## src/rtl/bus_lectura_pkg.sv

```systemverilog
// Shared types and helpers for the parametrised read-bus driver.
package bus_lectura_pkg;

   // Read FSM: accept request, wait for the selected slave, report completion.
   typedef enum logic [1:0] {
      IDLE = 2'd0,
      WAIT = 2'd1,
      DONE = 2'd2
   } state_t;

   // Data returned to the processor on an unmapped or timed-out read.
   localparam logic [31:0] ERR_DATA_DEF = 32'h0000_0000;

   // Widest packed table and widest single entry the slice helper handles.
   localparam int MAP_W = 1024;
   localparam int ENT_W = 64;

   // Pull entry k (w bits wide) out of a packed table; bits beyond w read as 0.
   function automatic logic [ENT_W-1:0] slice(input logic [MAP_W-1:0] map,
                                              input int k, input int w);
      logic [ENT_W-1:0] r;
      r = '0;
      for (int b = 0; b < ENT_W; b++)
         if (b < w && (k * w + b) < MAP_W) r[b] = map[k * w + b];
      return r;
   endfunction

endpackage

```

## src/rtl/bus_lectura_decod.sv

```systemverilog
// Address decoder: base/mask compare per slave, lowest index wins on overlap.
module bus_lectura_decod
   import bus_lectura_pkg::*;
#(
   parameter int                    N_SLV    = 4,
   parameter int                    AW       = 32,
   parameter logic [N_SLV*AW-1:0]   BASE_MAP = {32'h3000, 32'h2004, 32'h2000, 32'h1000},
   parameter logic [N_SLV*AW-1:0]   MASK_MAP = {32'hFFFFF000, 32'hFFFFFFFC, 32'hFFFFFFFC, 32'hFFFFFC00},
   parameter int                    SW       = (N_SLV > 1) ? $clog2(N_SLV) : 1
)(
   input  logic [AW-1:0]   address_i,
   output logic            hit_o,
   output logic [SW-1:0]   sel_idx_o
);

   // Tables widened to the helper's fixed width so the slice function can index them.
   localparam logic [MAP_W-1:0] BMAP = MAP_W'(BASE_MAP);
   localparam logic [MAP_W-1:0] MMAP = MAP_W'(MASK_MAP);

   logic [N_SLV-1:0] hit_vec;
   logic [AW-1:0]    base_k;
   logic [AW-1:0]    mask_k;

   // Per-slave match: address and base agree on every bit the mask keeps.
   always_comb begin
      hit_vec = '0;
      base_k  = '0;
      mask_k  = '0;
      for (int k = 0; k < N_SLV; k++) begin
         base_k     = AW'(slice(BMAP, k, AW));
         mask_k     = AW'(slice(MMAP, k, AW));
         hit_vec[k] = ((address_i & mask_k) == (base_k & mask_k));
      end
   end

   // Priority encoder: scan downwards so the lowest matching index is the last write.
   always_comb begin
      hit_o     = 1'b0;
      sel_idx_o = '0;
      for (int k = N_SLV - 1; k >= 0; k--) begin
         if (hit_vec[k]) begin
            hit_o     = 1'b1;
            sel_idx_o = SW'(k);
         end
      end
   end

endmodule

```

## src/rtl/bus_lectura_param.sv

```systemverilog
// Registered read-bus driver: decodes the load address, selects one slave for
// a single cycle, waits for its ack (bounded by TIMEOUT) and returns data or
// an error with a one-cycle ready pulse. Error completions are counted.
module bus_lectura_param
   import bus_lectura_pkg::*;
#(
   parameter int                    N_SLV    = 4,
   parameter int                    AW       = 32,
   parameter int                    DW       = 32,
   parameter logic [N_SLV*AW-1:0]   BASE_MAP = {32'h3000, 32'h2004, 32'h2000, 32'h1000},
   parameter logic [N_SLV*AW-1:0]   MASK_MAP = {32'hFFFFF000, 32'hFFFFFFFC, 32'hFFFFFFFC, 32'hFFFFFC00},
   parameter int                    TIMEOUT  = 15,
   parameter logic [DW-1:0]         ERR_DATA = DW'(ERR_DATA_DEF)
)(
   input  logic                  clk_i,
   input  logic                  rst_n_i,
   input  logic                  rd_req_i,
   input  logic [AW-1:0]         address_i,
   input  logic [N_SLV*DW-1:0]   slv_data_i,
   input  logic [N_SLV-1:0]      slv_ack_i,
   output logic [N_SLV-1:0]      slv_sel_o,
   output logic [DW-1:0]         d_o,
   output logic                  ready_o,
   output logic                  err_o,
   output logic [15:0]           err_cnt_o
);

   localparam int SW = (N_SLV > 1) ? $clog2(N_SLV) : 1;
   localparam int CW = $clog2(TIMEOUT + 1);

   state_t                    state_q, state_d;
   logic [SW-1:0]             sel_q;
   logic [CW-1:0]             cnt_q;
   logic                      hit;
   logic [SW-1:0]             hit_idx;
   logic                      ack_sel;
   logic                      tmo;
   logic [N_SLV-1:0][DW-1:0]  sd;

   // Next-cycle values for the registered outputs and datapath strobes.
   logic [N_SLV-1:0]          sel_d;
   logic                      ready_d;
   logic                      err_d;
   logic                      load;
   logic                      cap_data;
   logic                      cap_err;

   bus_lectura_decod #(
      .N_SLV    (N_SLV),
      .AW       (AW),
      .BASE_MAP (BASE_MAP),
      .MASK_MAP (MASK_MAP),
      .SW       (SW)
   ) u_decod (
      .address_i (address_i),
      .hit_o     (hit),
      .sel_idx_o (hit_idx)
   );

   assign sd      = slv_data_i;
   // Only the latched slave may complete the read; other acks are ignored.
   assign ack_sel = slv_ack_i[sel_q];
   assign tmo     = (cnt_q == '0);

   // State register; reset abandons any read in flight.
   always_ff @(posedge clk_i or negedge rst_n_i) begin
      if (!rst_n_i) state_q <= IDLE;
      else          state_q <= state_d;
   end

   // Next-state: requests are only looked at in IDLE; DONE lasts one cycle.
   always_comb begin
      state_d = state_q;
      case (state_q)
         IDLE:    if (rd_req_i) state_d = hit ? WAIT : DONE;
         WAIT:    if (ack_sel || tmo) state_d = DONE;
         DONE:    state_d = IDLE;
         default: state_d = IDLE;
      endcase
   end

   // Output decode: an ack wins over a counter that has just reached zero.
   always_comb begin
      sel_d    = '0;
      ready_d  = 1'b0;
      err_d    = 1'b0;
      load     = 1'b0;
      cap_data = 1'b0;
      cap_err  = 1'b0;
      case (state_q)
         IDLE: begin
            if (rd_req_i) begin
               if (hit) begin
                  load           = 1'b1;
                  sel_d[hit_idx] = 1'b1;
               end else begin
                  ready_d = 1'b1;
                  err_d   = 1'b1;
                  cap_err = 1'b1;
               end
            end
         end
         WAIT: begin
            if (ack_sel) begin
               ready_d  = 1'b1;
               cap_data = 1'b1;
            end else if (tmo) begin
               ready_d = 1'b1;
               err_d   = 1'b1;
               cap_err = 1'b1;
            end
         end
         default: ;
      endcase
   end

   // Select pulse and completion flags; all registered so they last one cycle.
   always_ff @(posedge clk_i or negedge rst_n_i) begin
      if (!rst_n_i) begin
         slv_sel_o <= '0;
         ready_o   <= 1'b0;
         err_o     <= 1'b0;
      end else begin
         slv_sel_o <= sel_d;
         ready_o   <= ready_d;
         err_o     <= err_d;
      end
   end

   // Latch the winning slave and run the wait budget down while in WAIT.
   always_ff @(posedge clk_i or negedge rst_n_i) begin
      if (!rst_n_i) begin
         sel_q <= '0;
         cnt_q <= '0;
      end else if (load) begin
         sel_q <= hit_idx;
         cnt_q <= CW'(TIMEOUT);
      end else if (state_q == WAIT && !tmo) begin
         cnt_q <= cnt_q - CW'(1);
      end
   end

   // Read data only moves on entry to DONE, otherwise it holds the last result.
   always_ff @(posedge clk_i or negedge rst_n_i) begin
      if (!rst_n_i)      d_o <= '0;
      else if (cap_data) d_o <= sd[sel_q];
      else if (cap_err)  d_o <= ERR_DATA;
   end

   // Saturating count of error completions.
   always_ff @(posedge clk_i or negedge rst_n_i) begin
      if (!rst_n_i)                             err_cnt_o <= '0;
      else if (cap_err && err_cnt_o != 16'hFFFF) err_cnt_o <= err_cnt_o + 16'd1;
   end

endmodule

```

## config.mk

```make
export PLATFORM = sky130hd
export DESIGN_NAME = bus_lectura_param
export DESIGN_NICKNAME = d
export VERILOG_FILES = /design/src/rtl/bus_lectura_pkg.sv /design/src/rtl/bus_lectura_decod.sv /design/src/rtl/bus_lectura_param.sv
export SDC_FILE = /design/constraint.sdc
export NUM_CORES = 1
export LEC_CHECK = 0
export CAP_MARGIN = 20
export CORE_MARGIN = 5
export CORE_UTILIZATION = 37
export DETAILED_ROUTE_END_ITERATION = 6
export GPL_ROUTABILITY_DRIVEN = 0
export PLACE_DENSITY = 0.83
export SYNTH_ARGS = -nofsm -noshare
export SYNTH_HDL_FRONTEND = slang
export SYNTH_HIERARCHICAL = 1
export SYNTH_SLANG_ARGS = --single-unit
```

## constraint.sdc

```tcl
create_clock -name clk_i -period 2.6 [get_ports clk_i]
set_input_delay 0.52 -clock clk_i [delete_from_list [all_inputs] [get_ports clk_i]]
set_output_delay 0.52 -clock clk_i [all_outputs]
set_load 0.01 [all_outputs]
```

# Word level (Yosys, flattened, before mapping)
# Index checks and enable logic that the tools add are counted.
[word_totals]
register_bits = 62
latchBits = 0
ramBits = 0
rom_bits = 0
input_bits = 167
out_inout_bits = 54
word_cells = 68
n_memories = 0
[classes]
n_addsub = 2
mul = 0
div_mod_pow = 0
n_lt_le_gt_ge = 3
n_eq_ne = 8
shift = 0
muxes = 37
n_bitwise = 0
n_reduce_logical = 10
[ops]
columns = ["cell", "n"]
rows = [
  ["two-way mux 32 bit", 3],
  ["binary-select mux 32 bit (select 2 bit)", 1],
  ["== test 30 x 12 -> 1 bit (second input constant)", 2],
  ["== test 22 x 3 -> 1 bit (second input constant)", 1],
  ["== test 20 x 2 -> 1 bit (second input constant)", 1],
  ["two-way mux 4 bit", 5],
  ["adder 16 x 1 -> 16 bit (second input constant)", 1],
  ["two-way mux 1 bit", 16],
  ["inequality test 16 bit (second input constant)", 1],
  ["two-way mux 2 bit", 7],
  ["< comparator 2 x 3 -> 1 bit (second input constant)", 2],
  ["logical NOT 4 bit", 1],
  ["inequality test 2 bit (second input constant)", 2],
  ["one-hot mux 1 bit (2 select lines)", 2],
  ["one-hot mux 2 bit (2 select lines)", 1],
  ["nonzero test 2 bit", 2],
  ["subtractor 4 x 1 -> 4 bit (second input constant)", 1],
  ["logical AND 1 bit", 3],
  ["binary-select mux 1 bit (select 2 bit)", 1],
  ["demux 1 bit (select 2 bit)", 1],
  ["== test 2 x 1 -> 1 bit (second input constant)", 1],
  [">= comparator 2 x 1 -> 1 bit (second input constant)", 1],
  ["logical NOT 2 bit", 1],
  ["AND reduction 2 bit", 1],
  ["other kinds (2)", 2],
]

# Longest topological paths before layout
[depth]
depth_word = 12
ltp_mapped = 8

# By module
# Netlist, hierarchy kept.
[by_module_without_submodules]
columns = ["module", "n_inst", "cells_each", "area_per_inst_um2", "seq_area_each_um2"]
rows = [
  ["bus_lectura_param", 1, 243, 3299.4, 1551.5],
  ["bus_lectura_decod", 1, 20, 132.6, 0.0],
]

# Worst setup path after synthesis
# No wires, ideal clock.
[synth_timing]
kind = "input -> register"
from = "in address_i[13]"
to = "reg err_cnt_o[12]"
setup_time_ps = 128
t_arrival_ps = 2134
t_required_ps = 2472
path_slack_ps = 339
stages = 7
path_buffers = 0
path_cell_list = "nor4b_2 nand4_1 a21oi_1 or4b_2 o41ai_4 nand4_1 mux2_1"
[synth_via]
elab_chain_len = 9
elab_cells_between_ends = 12
cone_classes = "4 x eq/ne; 7 x mux; 1 x reduce/logical"
[synth_rtl]
columns = ["item", "line_no", "source"]
rows = [
  ["start, declared", "bus_lectura_param.sv:18", "input logic [AW-1:0] address_i,"],
  ["== test 20 x 2 -> 1 bit", "bus_lectura_decod.sv:32", "hit_vec[k] = ((address_i & mask_k) == (base_k & mask_k));"],
  ["two-way mux 1 bit (3 in series)", "bus_lectura_decod.sv:41", "if (hit_vec[k]) begin"],
  ["two-way mux 1 bit *", "bus_lectura_decod.sv:41", ""],
  ["named net hit", "bus_lectura_param.sv:34", "logic hit;"],
  ["two-way mux 1 bit *", "bus_lectura_param.sv:93", "if (hit) begin"],
  ["two-way mux 1 bit *", "bus_lectura_param.sv:92", "if (rd_req_i) begin"],
  ["one-hot mux 1 bit (2 select lines) *", "bus_lectura_param.sv:90", "case (state_q)"],
  ["logical AND 1 bit *", "bus_lectura_param.sv:153", "else if (cap_err && err_cnt_o != 16'hFFFF) err_cnt_o <= err_cnt_o + 16'd1;"],
  ["end signal, assigned", "bus_lectura_param.sv:153", ""],
  ["end, declared", "bus_lectura_param.sv:25", "output logic [15:0] err_cnt_o"],
]
# The timed path passes the listed nets; every way through them passes the cells marked *.
# A chain may end at the register's enable or synchronous reset.

# Worst setup path in the final report
[layout_timing]
from = "in address_i[5]"
to = "reg err_cnt_o[14]"
[layout_via]
elab_chain_len = 8
elab_cells_between_ends = 9
cone_classes = "2 x eq/ne; 6 x mux; 1 x reduce/logical"
[layout_rtl]
columns = ["item", "line_no"]
rows = [
  ["== test 30 x 12 -> 1 bit", "bus_lectura_decod.sv:32"],
  ["two-way mux 1 bit", "bus_lectura_decod.sv:41"],
  ["two-way mux 1 bit * (2 in series)", "bus_lectura_decod.sv:41"],
  ["named net hit", "bus_lectura_param.sv:34"],
  ["two-way mux 1 bit *", "bus_lectura_param.sv:93"],
  ["two-way mux 1 bit *", "bus_lectura_param.sv:92"],
  ["one-hot mux 1 bit (2 select lines) *", "bus_lectura_param.sv:90"],
  ["logical AND 1 bit *", "bus_lectura_param.sv:153"],
]
# Marked as above.

==> impl_results.md <==
* All-layer global routing usage at 0.212
* Syn Inst Count at about 260
* Data arrival time of the worst path at around 2.7 ns
* Share of Yosys cell area claimed by the top area cell type at 0.452
* Clock transition at the register clock pins on the worst setup and hold paths after CTS at 0.07 ns
* Total wire length after detailed routing at 12.0 mm
* Top library cells by usage in the layout, fill and taps aside: sky130_fd_sc_hd__clkdlybuf4s50_1 (217), sky130_fd_sc_hd__dfrtp_1 (61), sky130_fd_sc_hd__mux4_2 (33)
* Largest fanout on the critical path at 4
* Slew @ Worst Pin at 0.670 ns
* Initial standard-cell utilization of the core at 0.375
* Sequential element share of the synthesized area at 0.452
* Leakage power summed over all cells at 2.43 nW
* # port buffers at 218
* Share of synthesized flip-flops with an asynchronous set or reset at 1.00
* Number of instances in the placed design at 591
* Cell taking the most area after synthesis: sky130_fd_sc_hd__dfrtp_1
* Number of storage elements in the synthesis netlist at a little over 60
* Number of sinks driven by the clock tree at 62
* Path class of the lowest-slack min-delay path: primary input to asynchronous set/reset pin
* Fmax at between 0.4 and 0.5 GHz
* Number of buffers inserted during clock tree synthesis at 9
* Synthesized-area fraction occupied by xor and xnor cells at 0.0357
* Outcome: completed
* Clk_lat worst skew at 0.33 ns
* Period Utilization, post-route at 0.955
* Count of final max-slew check failures at 0
* Most frequent standard cell in the layout excluding fill and tap cells: sky130_fd_sc_hd__clkdlybuf4s50_1
* Total number of vias at 3300
* Global-route wire length before repair at 18.5 mm
* Endpoint type of the worst setup path: flop
* Maximum vdd drop at 0.235 mV
* Overflow after GRT at 0
* Layout Area Growth over Synthesis at 79.0%
* Number of inserted diodes at 0
* Non-filler cells, final at between 600 and 700
* Vias per cell at 5.41
* Netlist cell types at 39
* Post-synthesis instance area at 3430 µm²
* Fraction of the mapped netlist area in adder cells at 0.00729
* Width of the die at 106 µm
* Nets in the synthesized netlist at between 400 and 500
* Final TNS setup at 0 ns
* Routed Antenna Nets at 0
* Largest net degree at the start of global routing at 35
* Area contributors post-synth: sky130_fd_sc_hd__dfrtp_1 (45%), sky130_fd_sc_hd__mux4_2 (22%), sky130_fd_sc_hd__a22o_1 (8.2%)
* Detail Placement HPWL at 9.87 mm
* Via count of the first global-routing pass at 3670
* Mux cell area share after synthesis at 0.230
* Footprint of the flip-flops and latches at approximately 1600 µm²
* CP Class: primary input to flop
* H-tree level count at 3
* Number of core rows at 35
* DRC violation count after routing at 0
* Routed WL per cell at roughly 20 µm
* Average instance area after synthesis at around 13 µm²
* Total of fill cells in the finished design at 686
* TritonCTS clock tree: built
* Buffer cell driving the clock tree root: sky130_fd_sc_hd__clkbuf_8
* Count of endpoints failing hold in the final timing report at 0
* Core region area at 9150 µm²
* Maximum count of clock buffers along a single path at 2
* Max cap viols at 0
* Total design power at ~2.8 mW
* R2r setup slk at 0.43 ns
* Total power per unit cell area at 457 nW/µm²
* Yosys Warn Count at 6
* Final number of setup-violating endpoints at 0
* Final min period at approximately 2.5 ns
* R2R cell count at 7
* Die ar. at 11300 µm²
* Layout net count at 663
* Slew margin rel. at 0.553
* First-pass iteration count of the detailed router at 4
* Ratio of cells with drive above 1 in the final layout at 0.160
* Synth Area in Simple Gates at 0.118
* Height of the die at between 100 and 150 µm
* Crit path launch type: primary input
* Top flip-flop cell by instance count after synthesis: sky130_fd_sc_hd__dfrtp_1
* Largest family of logic cells by synthesized area: multiplexers
* Skew final at 0.0116 ns
* Violation count after the first detailed-routing iteration at 132
* Multi-input combinational cell area at around 1800 µm²
* Initial antenna violation count at 0
* Share of the synthesized area in compound gates (AO/OA/AOI/OAI) at 0.127
* RSZ-0062 raised after global routing: false
* Number of enable-type register cells in the synthesized netlist at 0
* Required time worst endpoint at 2.81 ns
* Ports placed on the boundary at 221
## state kept, by name (all words and copies together) (netlist names)
signal     cells
d_o           32
err_cnt_o     16
cnt_q          4
slv_sel_o      4
sel_q          2
state_q        2
err_o          1
ready_o        1
## synth_stat cells, types with 5 or more instances
cell                       number
sky130_fd_sc_hd__mux4_2        33
sky130_fd_sc_hd__nor4_1         5
sky130_fd_sc_hd__inv_1          6
sky130_fd_sc_hd__nor2_1         9
sky130_fd_sc_hd__a21oi_1        5
sky130_fd_sc_hd__dfrtp_1       62
sky130_fd_sc_hd__o211ai_1       6
sky130_fd_sc_hd__clkbuf_1      15
sky130_fd_sc_hd__nand2_1       17
sky130_fd_sc_hd__nand4_1        9
sky130_fd_sc_hd__a22o_1        32
sky130_fd_sc_hd__xnor2_1       12
sky130_fd_sc_hd__nand3_1       10
## critical path, cell delays in order
cell and delay [ns]:
sky130_fd_sc_hd__clkdlybuf4s50_1 0.41, sky130_fd_sc_hd__nor4_1 0.50, sky130_fd_sc_hd__nand4_1 0.21, sky130_fd_sc_hd__a21oi_2 0.23, sky130_fd_sc_hd__or4b_4 0.17, sky130_fd_sc_hd__o41ai_4 0.08, sky130_fd_sc_hd__buf_4 0.17, sky130_fd_sc_hd__nand4_1 0.07
sky130_fd_sc_hd__mux2_2 0.34
## repair_timing
| item | 4_1_cts | 5_1_grt |
|---|---|---|
| setup endpoints to repair | 0 | 10 |
| hold endpoints to repair | 0 | 0 |
| hold buffers | 0 | 0 |
| gates resized for setup | 0 | 4 |
| setup buffers | 0 | 3 |
## layer usage
layer / vias up / routed length, µm / share of wire / GRT usage
li1: 1512 / - / - / -
met1: 1620 / 4230 / 0.35 / 0.227
met2: 144 / 6430 / 0.54 / 0.379
met3: 24 / 1030 / 0.086 / 0.0826
met4: 0 / 300 / 0.025 / 0.0749
met5: - / 0 / 0 / 0
## final cells by class
class | instances | share of cell area
repair buffers | 237 | 0.386
multi-input cells | 178 | 0.291
flip-flops and latches | 62 | 0.253
clock inverters | 7 | 0.0238
well taps | 111 | 0.0226
clock buffers | 9 | 0.0202
inverters | 6 | 0.00367
## kinds of logic (layout without fill, tap and decap cells)
logic type               count (synthesis)  in the layout
buffers and inverters                   23            259
adder cells (fa/ha/maj)                  2              2
multiplexers                            37             37
AND/OR/NAND/NOR                         73             73
AO/OA/AOI/OAI                           52             52
XOR/XNOR                                14             14
flip-flops                              62             62
## through the flow
stage / instance area, µm² / worst slack [ns] / hold WS (ns) / utilization
global route: 6140 / 0.0887 / 0.254 / 0.671
global placement: 5830 / -0.250 / 0.485 / 0.637
detailed placement: 5830 / -0.326 / 0.495 / 0.637
floorplan: 3430 / 0.339 / 0.224 / -
finish: 6140 / 0.117 / 0.225 / 0.671
CTS: 6100 / 0.0249 / 0.232 / 0.667
## report_power, final
part / internal [mW] / total, mW / switching (mW)
sequential: 1.01 / 1.08 / 0.0610
clock: 0.739 / 1.14 / 0.398
combinational: 0.408 / 0.599 / 0.191
total: 2.16 / 2.81 / 0.649
## final timing paths
path / from / end
worst max-delay path: address_i[5] / err_cnt_o[14]
worst min-delay path: rst_n_i / err_cnt_o[5]
worst max register to register: cnt_q[0] / err_cnt_o[1]
worst min register to register: d_o[5] / d_o[5]
max in group asynchronous: rst_n_i / d_o[2]
min in group clk_i: d_o[5] / d_o[5]
(Power assumes the default switching activity.)
